<file path="config.mk">
export PLATFORM = sky130hd
export DESIGN_NAME = rv32i_decode_stage
export DESIGN_NICKNAME = d
export VERILOG_FILES = /design/src/rtl/rv32i_decode_stage.sv
export SDC_FILE = /design/constraint.sdc
export NUM_CORES = 1
export LEC_CHECK = 0
export BUFFER_PORTS_ARGS = -buffer_cell sky130_fd_sc_hd__buf_2
export CAP_MARGIN = 30
export CORE_MARGIN = 2
export CORE_UTILIZATION = 45
export CTS_BUF_LIST = sky130_fd_sc_hd__clkbuf_4 sky130_fd_sc_hd__clkbuf_8 sky130_fd_sc_hd__clkbuf_16
export CTS_CLUSTER_SIZE = 25
export DETAILED_ROUTE_END_ITERATION = 12
export PLACE_DENSITY_LB_ADDON = 0.15
export REMOVE_ABC_BUFFERS = 1
export SYNTH_ARGS = -nofsm -noshare
export SYNTH_HDL_FRONTEND = slang
export SYNTH_SLANG_ARGS = --single-unit
</file>
<file path="constraint.sdc">
create_clock -name clk -period 2 [get_ports clk]
set_input_delay 0 -clock clk [delete_from_list [all_inputs] [get_ports clk]]
set_output_delay 0 -clock clk [all_outputs]
set_load 0.05 [all_outputs]
</file>
<file path="src/rtl/rv32i_decode_stage.sv">
`default_nettype none
// ============================================================================
// Module   : rv32i_decode_stage
// Brief    : RV32I decode/issue stage with a single-entry output register.
//            Optional illegal-instruction halt when DECODE_ILLEGAL_TRAP_EN is defined.
// Revision : 1.0
// ============================================================================
module rv32i_decode_stage #(
   parameter logic [31:0] RESET_PC = 32'h0000_0000
) (
   input  logic        clk,
   input  logic        rst,
   input  logic        in_valid,
   output logic        in_ready,
   input  logic [31:0] in_instr,
   input  logic [31:0] in_pc,
   input  logic        flush,
   output logic [4:0]  rs1_addr,
   output logic [4:0]  rs2_addr,
   input  logic [31:0] rs1_data,
   input  logic [31:0] rs2_data,
   output logic        out_valid,
   input  logic        out_ready,
   output logic [31:0] src1,
   output logic [31:0] src2,
   output logic [31:0] imm_val,
   output logic [5:0]  alu_cntrl,
   output logic [3:0]  shift_amount,
   output logic [4:0]  rd_addr,
   output logic        rd_we,
   output logic [31:0] out_pc,
   output logic        illegal
);

   localparam logic [5:0] C_ALU_ILLEGAL = 6'h3F;
   localparam logic [6:0] C_OP_R        = 7'b0110011;
   localparam logic [6:0] C_OP_I        = 7'b0010011;
   localparam logic [6:0] C_OP_LUI      = 7'b0110111;
   localparam logic [6:0] C_OP_S        = 7'b0100011;
   localparam logic [6:0] C_OP_B        = 7'b1100011;
   localparam logic [6:0] C_F7_BASE     = 7'b0000000;
   localparam logic [6:0] C_F7_ALT      = 7'b0100000;

   logic [6:0]  w_opcode;
   logic [2:0]  w_funct3;
   logic [6:0]  w_funct7;
   logic [5:0]  w_alu_cntrl;
   logic [31:0] w_imm;
   logic        w_writes;
   logic        w_srai;
   logic        w_illegal;
   logic [31:0] w_src1;
   logic [31:0] w_src2;
   logic        w_rd_we;
   logic        w_run;
   logic        w_in_ready;
   logic        w_accept;

   logic        r_out_valid;
   logic [31:0] r_src1;
   logic [31:0] r_src2;
   logic [31:0] r_imm;
   logic [5:0]  r_alu_cntrl;
   logic [3:0]  r_shift_amount;
   logic [4:0]  r_rd_addr;
   logic        r_rd_we;
   logic [31:0] r_out_pc;
   logic        r_illegal;

   assign w_opcode = in_instr[6:0];
   assign w_funct3 = in_instr[14:12];
   assign w_funct7 = in_instr[31:25];
   assign rs1_addr = in_instr[19:15];
   assign rs2_addr = in_instr[24:20];

   // Anything that leaves alu_cntrl at the illegal code is treated as illegal.
   always_comb begin
      w_alu_cntrl = C_ALU_ILLEGAL;
      w_imm       = '0;
      w_writes    = 1'b0;
      w_srai      = 1'b0;
      case (w_opcode)
         C_OP_R: begin
            w_writes = 1'b1;
            if (w_funct7 == C_F7_BASE) begin
               case (w_funct3)
                  3'b000:  w_alu_cntrl = 6'h00;
                  3'b001:  w_alu_cntrl = 6'h02;
                  3'b010:  w_alu_cntrl = 6'h03;
                  3'b011:  w_alu_cntrl = 6'h04;
                  3'b100:  w_alu_cntrl = 6'h05;
                  3'b101:  w_alu_cntrl = 6'h06;
                  3'b110:  w_alu_cntrl = 6'h08;
                  default: w_alu_cntrl = 6'h09;
               endcase
            end else if (w_funct7 == C_F7_ALT) begin
               case (w_funct3)
                  3'b000:  w_alu_cntrl = 6'h01;
                  3'b101:  w_alu_cntrl = 6'h07;
                  default: ;
               endcase
            end
         end
         C_OP_I: begin
            w_writes = 1'b1;
            w_imm    = {{20{in_instr[31]}}, in_instr[31:20]};
            case (w_funct3)
               3'b000: w_alu_cntrl = 6'h0A;
               3'b001: if (w_funct7 == C_F7_BASE) w_alu_cntrl = 6'h0B;
               3'b010: w_alu_cntrl = 6'h0C;
               3'b011: w_alu_cntrl = 6'h0D;
               3'b100: w_alu_cntrl = 6'h0E;
               3'b101: begin
                  if (w_funct7 == C_F7_BASE) begin
                     w_alu_cntrl = 6'h0F;
                  end else if (w_funct7 == C_F7_ALT) begin
                     w_alu_cntrl = 6'h07;
                     w_srai      = 1'b1;
                  end
               end
               3'b110:  w_alu_cntrl = 6'h10;
               default: w_alu_cntrl = 6'h11;
            endcase
         end
         C_OP_LUI: begin
            w_writes    = 1'b1;
            w_alu_cntrl = 6'h12;
            w_imm       = {12'h000, in_instr[31:12]};
         end
         C_OP_S: begin
            w_imm = {{20{in_instr[31]}}, in_instr[31:25], in_instr[11:7]};
            case (w_funct3)
               3'b000:  w_alu_cntrl = 6'h17;
               3'b001:  w_alu_cntrl = 6'h18;
               3'b010:  w_alu_cntrl = 6'h19;
               default: ;
            endcase
         end
         C_OP_B: begin
            w_imm = {{20{in_instr[31]}}, in_instr[7], in_instr[30:25], in_instr[11:8], 1'b0};
            case (w_funct3)
               3'b000:  w_alu_cntrl = 6'h1A;
               3'b001:  w_alu_cntrl = 6'h1B;
               3'b100:  w_alu_cntrl = 6'h1C;
               3'b101:  w_alu_cntrl = 6'h1D;
               default: ;
            endcase
         end
         default: ;
      endcase
   end

   assign w_illegal = (w_alu_cntrl == C_ALU_ILLEGAL);
   assign w_src1    = (rs1_addr == 5'd0) ? 32'd0 : rs1_data;
   assign w_src2    = w_srai ? {27'd0, in_instr[24:20]}
                    : ((rs2_addr == 5'd0) ? 32'd0 : rs2_data);
   assign w_rd_we   = w_writes & ~w_illegal & (in_instr[11:7] != 5'd0);

`ifdef DECODE_ILLEGAL_TRAP_EN
   typedef enum logic [0:0] {
      ST_RUN  = 1'b0,
      ST_HALT = 1'b1
   } state_t;

   state_t r_state;
   state_t w_state_nxt;

   always_ff @(posedge clk) begin
      if (rst) r_state <= ST_RUN;
      else     r_state <= w_state_nxt;
   end

   always_comb begin
      w_state_nxt = r_state;
      if (r_state == ST_RUN && w_accept && w_illegal) w_state_nxt = ST_HALT;
   end

   assign w_run = (r_state == ST_RUN);
`else
   assign w_run = 1'b1;
`endif

   assign w_in_ready = (~r_out_valid | out_ready) & w_run;
   assign w_accept   = in_valid & w_in_ready & ~flush;

   always_ff @(posedge clk) begin
      if (rst) begin
         r_out_valid    <= 1'b0;
         r_src1         <= '0;
         r_src2         <= '0;
         r_imm          <= '0;
         r_alu_cntrl    <= C_ALU_ILLEGAL;
         r_shift_amount <= '0;
         r_rd_addr      <= '0;
         r_rd_we        <= 1'b0;
         r_out_pc       <= RESET_PC;
      end else begin
         if (flush)          r_out_valid <= 1'b0;
         else if (w_accept)  r_out_valid <= 1'b1;
         else if (out_ready) r_out_valid <= 1'b0;

         if (w_accept) begin
            r_src1         <= w_src1;
            r_src2         <= w_src2;
            r_imm          <= w_imm;
            r_alu_cntrl    <= w_alu_cntrl;
            r_shift_amount <= in_instr[23:20];
            r_rd_addr      <= in_instr[11:7];
            r_rd_we        <= w_rd_we;
            r_out_pc       <= in_pc;
         end
      end
   end

   // Sticky trap flag when halting is enabled, otherwise a per-bundle tag.
   always_ff @(posedge clk) begin
      if (rst) begin
         r_illegal <= 1'b0;
`ifdef DECODE_ILLEGAL_TRAP_EN
      end else if (w_accept && w_illegal) begin
         r_illegal <= 1'b1;
`else
      end else if (w_accept) begin
         r_illegal <= w_illegal;
`endif
      end
   end

   assign in_ready     = w_in_ready;
   assign out_valid    = r_out_valid;
   assign src1         = r_src1;
   assign src2         = r_src2;
   assign imm_val      = r_imm;
   assign alu_cntrl    = r_alu_cntrl;
   assign shift_amount = r_shift_amount;
   assign rd_addr      = r_rd_addr;
   assign rd_we        = r_rd_we;
   assign out_pc       = r_out_pc;
   assign illegal      = r_illegal;

endmodule
`default_nettype wire

</file>
# Yosys cells after proc, flatten, opt, wreduce, memory -nomap -nowiden
# Index checks and enable logic that the tools add are counted.
dict set report word_totals {
  regBits 146
  output_inout_bits 157
  wordCells 61
}
dict set report op_classes {
  n_eq_ne 13
  n_mux 22
  bitwise 8
  reduce_logical 8
}
# operator count
set ops {}
lappend ops {{$pmux 32 s4} 1}
lappend ops {{$mux 32} 3}
lappend ops {{$pmux 6 s7} 1}
lappend ops {{$mux 6} 5}
lappend ops {{$pmux 6 s5} 1}
lappend ops {{$eq 7x6->1 const B} 4}
lappend ops {{$pmux 4 s7} 1}
lappend ops {{$pmux 6 s4} 1}
lappend ops {{$pmux 6 s3} 1}
lappend ops {{$pmux 6 s2} 1}
lappend ops {{$logic_not 5->1} 2}
lappend ops {{$eq 3x3->1 const B} 3}
lappend ops {{$eq 7x5->1 const B} 1}
lappend ops {{$eq 7x7->1 const B} 1}
lappend ops {{$logic_not 7->1} 1}
lappend ops {{$mux 1} 7}
lappend ops {{$eq 3x2->1 const B} 2}
lappend ops {{$eq 6x6->1 const B} 1}
lappend ops {{$reduce_bool 5->1} 1}
lappend ops {{$and 1x1->1} 4}
lappend ops {{$eq 3x1->1 const B} 1}
lappend ops {{$logic_not 3->1} 1}
lappend ops {{$not 1->1} 3}
lappend ops {{$reduce_or 3->1} 1}
lappend ops {{3 further kinds} 3}

# Longest topological paths before layout
dict set report logic_depth {
  word_depth 9
  ltp_mapped 7
  depth_no_buf 5
}

# Least setup slack after synthesis
# Ideal clock, no wire load.
dict set report synth_path {
  path_kind {register to register}
  startpoint {register r_out_valid (netlist: out_valid)}
  endpoint {register r_imm[30] (netlist: imm_val[30])}
  setup_ns 0.071
  arrival_ns 2.211
  setup_slack_ns -0.282
  stages_incl_launch_ff 7
  n_path_buf 2
  period_less_slack_ns 2.282
  path_cell_list {dfxtp_1 > nand2b_1 > nand3b_1 > clkbuf_1 > clkbuf_1 > nand2_1 > a21oi_1}
}
dict set report synth_between {
  elab_chain_cells 4
}
# element line
set synth_rtl {}
lappend synth_rtl {{from (decl)} 59} ;# logic r_out_valid;
lappend synth_rtl {{from (signal assigned)} 188} ;# r_out_valid <= 1'b0;
lappend synth_rtl {{from (signal assigned)} 198} ;# if (flush) r_out_valid <= 1'b0;
lappend synth_rtl {{from (signal assigned)} 199} ;# else if (w_accept) r_out_valid <= 1'b1;
lappend synth_rtl {{$not 1->1} 183} ;# assign w_in_ready = (~r_out_valid | out_ready) & w_run;
lappend synth_rtl {{$or 1x1->1} 183}
lappend synth_rtl {{via in_ready} 14} ;# output logic in_ready,
lappend synth_rtl {{$and 1x1->1 (2 in a row)} 184} ;# assign w_accept = in_valid & w_in_ready & ~flush;
lappend synth_rtl {{to (signal assigned)} 205} ;# r_imm <= w_imm;
lappend synth_rtl {{to (decl)} 62} ;# logic [31:0] r_imm;
# The timed path passes the listed nets, and every way through them passes these cells.
# A chain may end at the register's enable or synchronous reset.

# Final worst setup path
dict set report layout_path {
  startpoint {input in_instr[25]}
  endpoint {register r_alu_cntrl[2] (netlist: alu_cntrl[2])}
}
dict set report layout_between {
  elab_chain_cells 4
}
# element line
set layout_rtl {}
lappend layout_rtl {{from (decl)} 15} ;# input logic [31:0] in_instr,
lappend layout_rtl {{$logic_not 7->1 or $eq 7x6->1 (tied branches)} -}
lappend layout_rtl {{$mux 6 (on tied branches)} {114, 109, 96}}
lappend layout_rtl {{$pmux 6 s7 or $mux 6 (tied branches)} {107, 85}}
lappend layout_rtl {{$pmux 6 s5 *} 82} ;# case (w_opcode)
lappend layout_rtl {{to (signal assigned)} 206} ;# r_alu_cntrl <= w_alu_cntrl;
lappend layout_rtl {{to (decl)} 63} ;# logic [5:0] r_alu_cntrl;
# Mark *: on every way between the ends. The rest lies on a longest branch, timed or not.

==> impl_metrics.yaml <==
run:
  cap_violations: 0
grt:
  grt_max_degree: 81
  grt_pass1_wl_mm: 31.7
  grt_overflow: 0
  track_usage: 0.312
  antenna_found_initial: 0
  grt_pass1_vias: 6219
detailed_routing:
  wl_per_cell_um: 17.8
  vias: 6387
  ant_nets: 0
  drt_iter0_markers: 552
  firstDrtPassIters: 5
  drc: 0
  drt-vias-per-instance: 5.43
  routed_wl_mm: 20.9
worst_setup_path:
  path_max_fanout: 6
  crit_family: "simple AND/OR/NAND/NOR gates"
  cp_num_buf_inv: 2
  crit_path_end_kind: "register"
  crit_chain: "dlygate4sd3_1, buf_2, or4_1, or3_4, o211ai_2, a22oi_1, o32a_1"
  cp.required_ns: 2.31
  arrival_ns: 2.23
  crit_path_max_incr_delay_ns: 0.55
  slowest_stage: "dlygate4sd3_1"
  startpoint_type: "input port"
  worstSetupPathType: "input port to register"
pwr:
  p_switching_mw: 2.17
  internal_power_mw: 5.23
  p_seq_frac: 0.388
  comb_power_share: 0.188
  cellPowerDensity_nw_per_um2: 855
  power_mw: 7.41
  power_frac_clock: 0.424
  p_leak_nw: 4.01
  swShare: 0.293
  ir_drop_mv: 0.671
floorplan:
  design.die.area_sq_um: 13000
  fp.dieW_um: 114
  core_sq_um: 11900
  start_util: 0.459
  die_h_um: 114
  ios: 290
  rows: 40
sta:
  fmax_mhz: 521
  worst_pin_slew_ns: 0.837
  tns_ns: 0
  fin_crit_sh: 0.960
  skew_ns: 0.0131
  finalSetupViolations: 0
  drv_slew: 0
  hold_viol: 0
  period_minus_slack_ns: 1.92
  grt_setup_unrepaired: "false"
  maxSlewHeadroom: 0.442
clock_tree:
  clkLatencyLatePin_ns: 0.43
  cts.sinks: 135
  cts_made_buffers: 17
  htreeDepth: 4
  cts-root-buf: "clkbuf_16"
  tritoncts: "built"
  cts_buffer_depth: 2
  path_clk_slew_ns: 0.06
synthesis:
  synth_edf_count: 0
  ys_seq_area_frac: 0.495
  async_reset_ff_frac: 0
  synthCells: 652
  synth_seq_cells: 135
  ys_types: 47
  ys_warn_count: 0
  postSynthAreaPerCell_sq_um: 8.38
  synthFlopType: "dfxtp_1"
  syn-cell-area_sq_um: 5470
finish:
  nets: 1149
  drive_gt1_frac: 0.336
  num-fill-cells: 857
  area.growth.synth_to_final_pct: 58.4
  antennaDiodeCount: 0
place:
  gp_congestion: 0.865
  place_hpwl_mm: 13.0
  numPortBuffers: 289
outcome:
  status: "finished clean"
min_path:
  hp-class: "input port to register"
==> layout by cell type, fill, tap and decap left out, types with 3 or more instances in the layout <==
master           n
nor2b_1          7
a32oi_1         27
o32a_1           3
nand2_1        113
nand2b_1         5
a211oi_1        14
clkbuf_4         3
a221oi_1         6
a21o_1           5
dlygate4sd3_1  114
nor3_1           7
mux2i_1          5
nor2_1          95
clkbuf_16       17
a31oi_1          3
nand3_1          7
clkinv_2         3
a21oi_1         55
buf_4           16
inv_1            3
buf_2          288
o21ai_0          9
nor4_1           3
or4_1            3
a22oi_1         37
dfxtp_1        135
==> final timing paths <==
| check | startpoint | to | slack (ns) | cells after the start |
|---|---|---|---|---|
| hold / removal | in_instr[31] | imm_val[30] | 0.02 | 4 |
| setup reg to reg | out_valid | alu_cntrl[1] | 0.26 | 6 |
| setup / recovery | in_instr[25] | alu_cntrl[2] | 0.08 | 7 |
| hold reg to reg | shift_amount[0] | shift_amount[0] | 0.45 | 2 |
==> state kept, by name (all words and copies together) (netlist names) <==
register,flops
imm_val,21
alu_cntrl,6
out_pc,32
src1,32
shift_amount,4
illegal,1
rd_we,1
rd_addr,5
src2,32
out_valid,1
==> what timing repair did <==
| action | CTS | global route |
|---|---|---|
| resized for setup | 0 | 4 |
| endpoints found under the hold margin | 122 | 0 |
| buffers inserted | 0 | 0 |
| hold buffers | 114 | 0 |
| endpoints found under the setup margin | 0 | 26 |
==> final cells by class <==
class,count,area (sq um),share of cell area
timing repair buffer,421,2750,0.318
tap,147,184,0.0212
multi-input combinational,438,2410,0.279
clock buffer,22,475,0.0549
sequential,135,2700,0.312
clock inverter,10,120,0.0139
inverter,3,11.3,0.00130
==> tightest hold or removal path, stage by stage <==
cell     delay [ns]
buf_2          0.12
buf_4          0.15
nand3_1        0.07
a21oi_1        0.05
==> Yosys cell counts, types with 2 or more instances <==
cell	count	area share
nor4b_1	2	0.0032
o21ai_0	9	0.0082
a22oi_1	37	0.051
a221oi_1	6	0.0096
nor3_2	2	0.0037
a211o_1	2	0.0032
nand3_1	7	0.0064
o311a_1	2	0.0037
mux2i_1	5	0.0092
a32oi_1	27	0.043
or4_1	3	0.0041
clkbuf_1	52	0.036
buf_2	2	0.0018
nand3b_1	2	0.0027
a21oi_1	56	0.051
nand2b_1	5	0.0057
nor4_1	3	0.0034
nor2_1	96	0.066
dfxtp_1	135	0.49
xor2_1	2	0.0032
a21boi_0	2	0.0027
or3_1	2	0.0023
o32a_1	3	0.0055
a211oi_1	15	0.021
nor3_1	7	0.0064
a31oi_1	3	0.0034
buf_4	21	0.029
inv_1	3	0.0021
nand2_1	113	0.078
nor2b_1	7	0.0080
a21o_1	5	0.0069
==> power by group through the flow <==
stage | clock, mW | sequential [mW] | combinational [mW]
2_1_floorplan | 0 | 3.35 | 0.276
3_3_place_gp | 0 | 2.92 | 1.17
3_5_place_dp | 0 | 2.93 | 1.19
4_1_cts | 3.18 | 2.87 | 1.37
5_1_grt | 3.30 | 2.89 | 1.47
6_report | 3.14 | 2.87 | 1.39
==> logic make-up (layout without fill, tap and decap cells) <==
family | after synthesis | in the layout | synth area share
buffers and inverters | 79 | 456 | 0.0691
muxes | 5 | 5 | 0.00916
DFF | 135 | 135 | 0.495
AOI/OAI and AO/OA | 178 | 178 | 0.228
and+or+nand+nor | 252 | 252 | 0.195
xor gates and xnor gates | 3 | 3 | 0.00481
==> metal layers <==
layer / vias to the layer above / share of wire / track usage / wire length [um]
met4: 0 / 0.043 / 0.165 / 896
met2: 320 / 0.48 / 0.529 / 10000
met5: - / 0 / 0 / 0
met3: 64 / 0.080 / 0.0905 / 1670
met1: 2995 / 0.40 / 0.356 / 8300
li1: 3008 / - / - / -
==> metrics by stage <==
step	hold WS (ns)	utilization	setup WS, ns	area (sq um)	cells
3_5_place_dp	0.221	0.580	0.111	6900	1030
2_1_floorplan	0	-	-3.63	5100	576
6_report	0.0229	0.727	0.0795	8660	1176
5_1_grt	0.0415	0.727	0.0130	8660	1176
3_3_place_gp	0.219	0.580	0.169	6900	1030
4_1_cts	0.00135	0.725	0.0289	8640	1176
(Power assumes the default switching activity.)
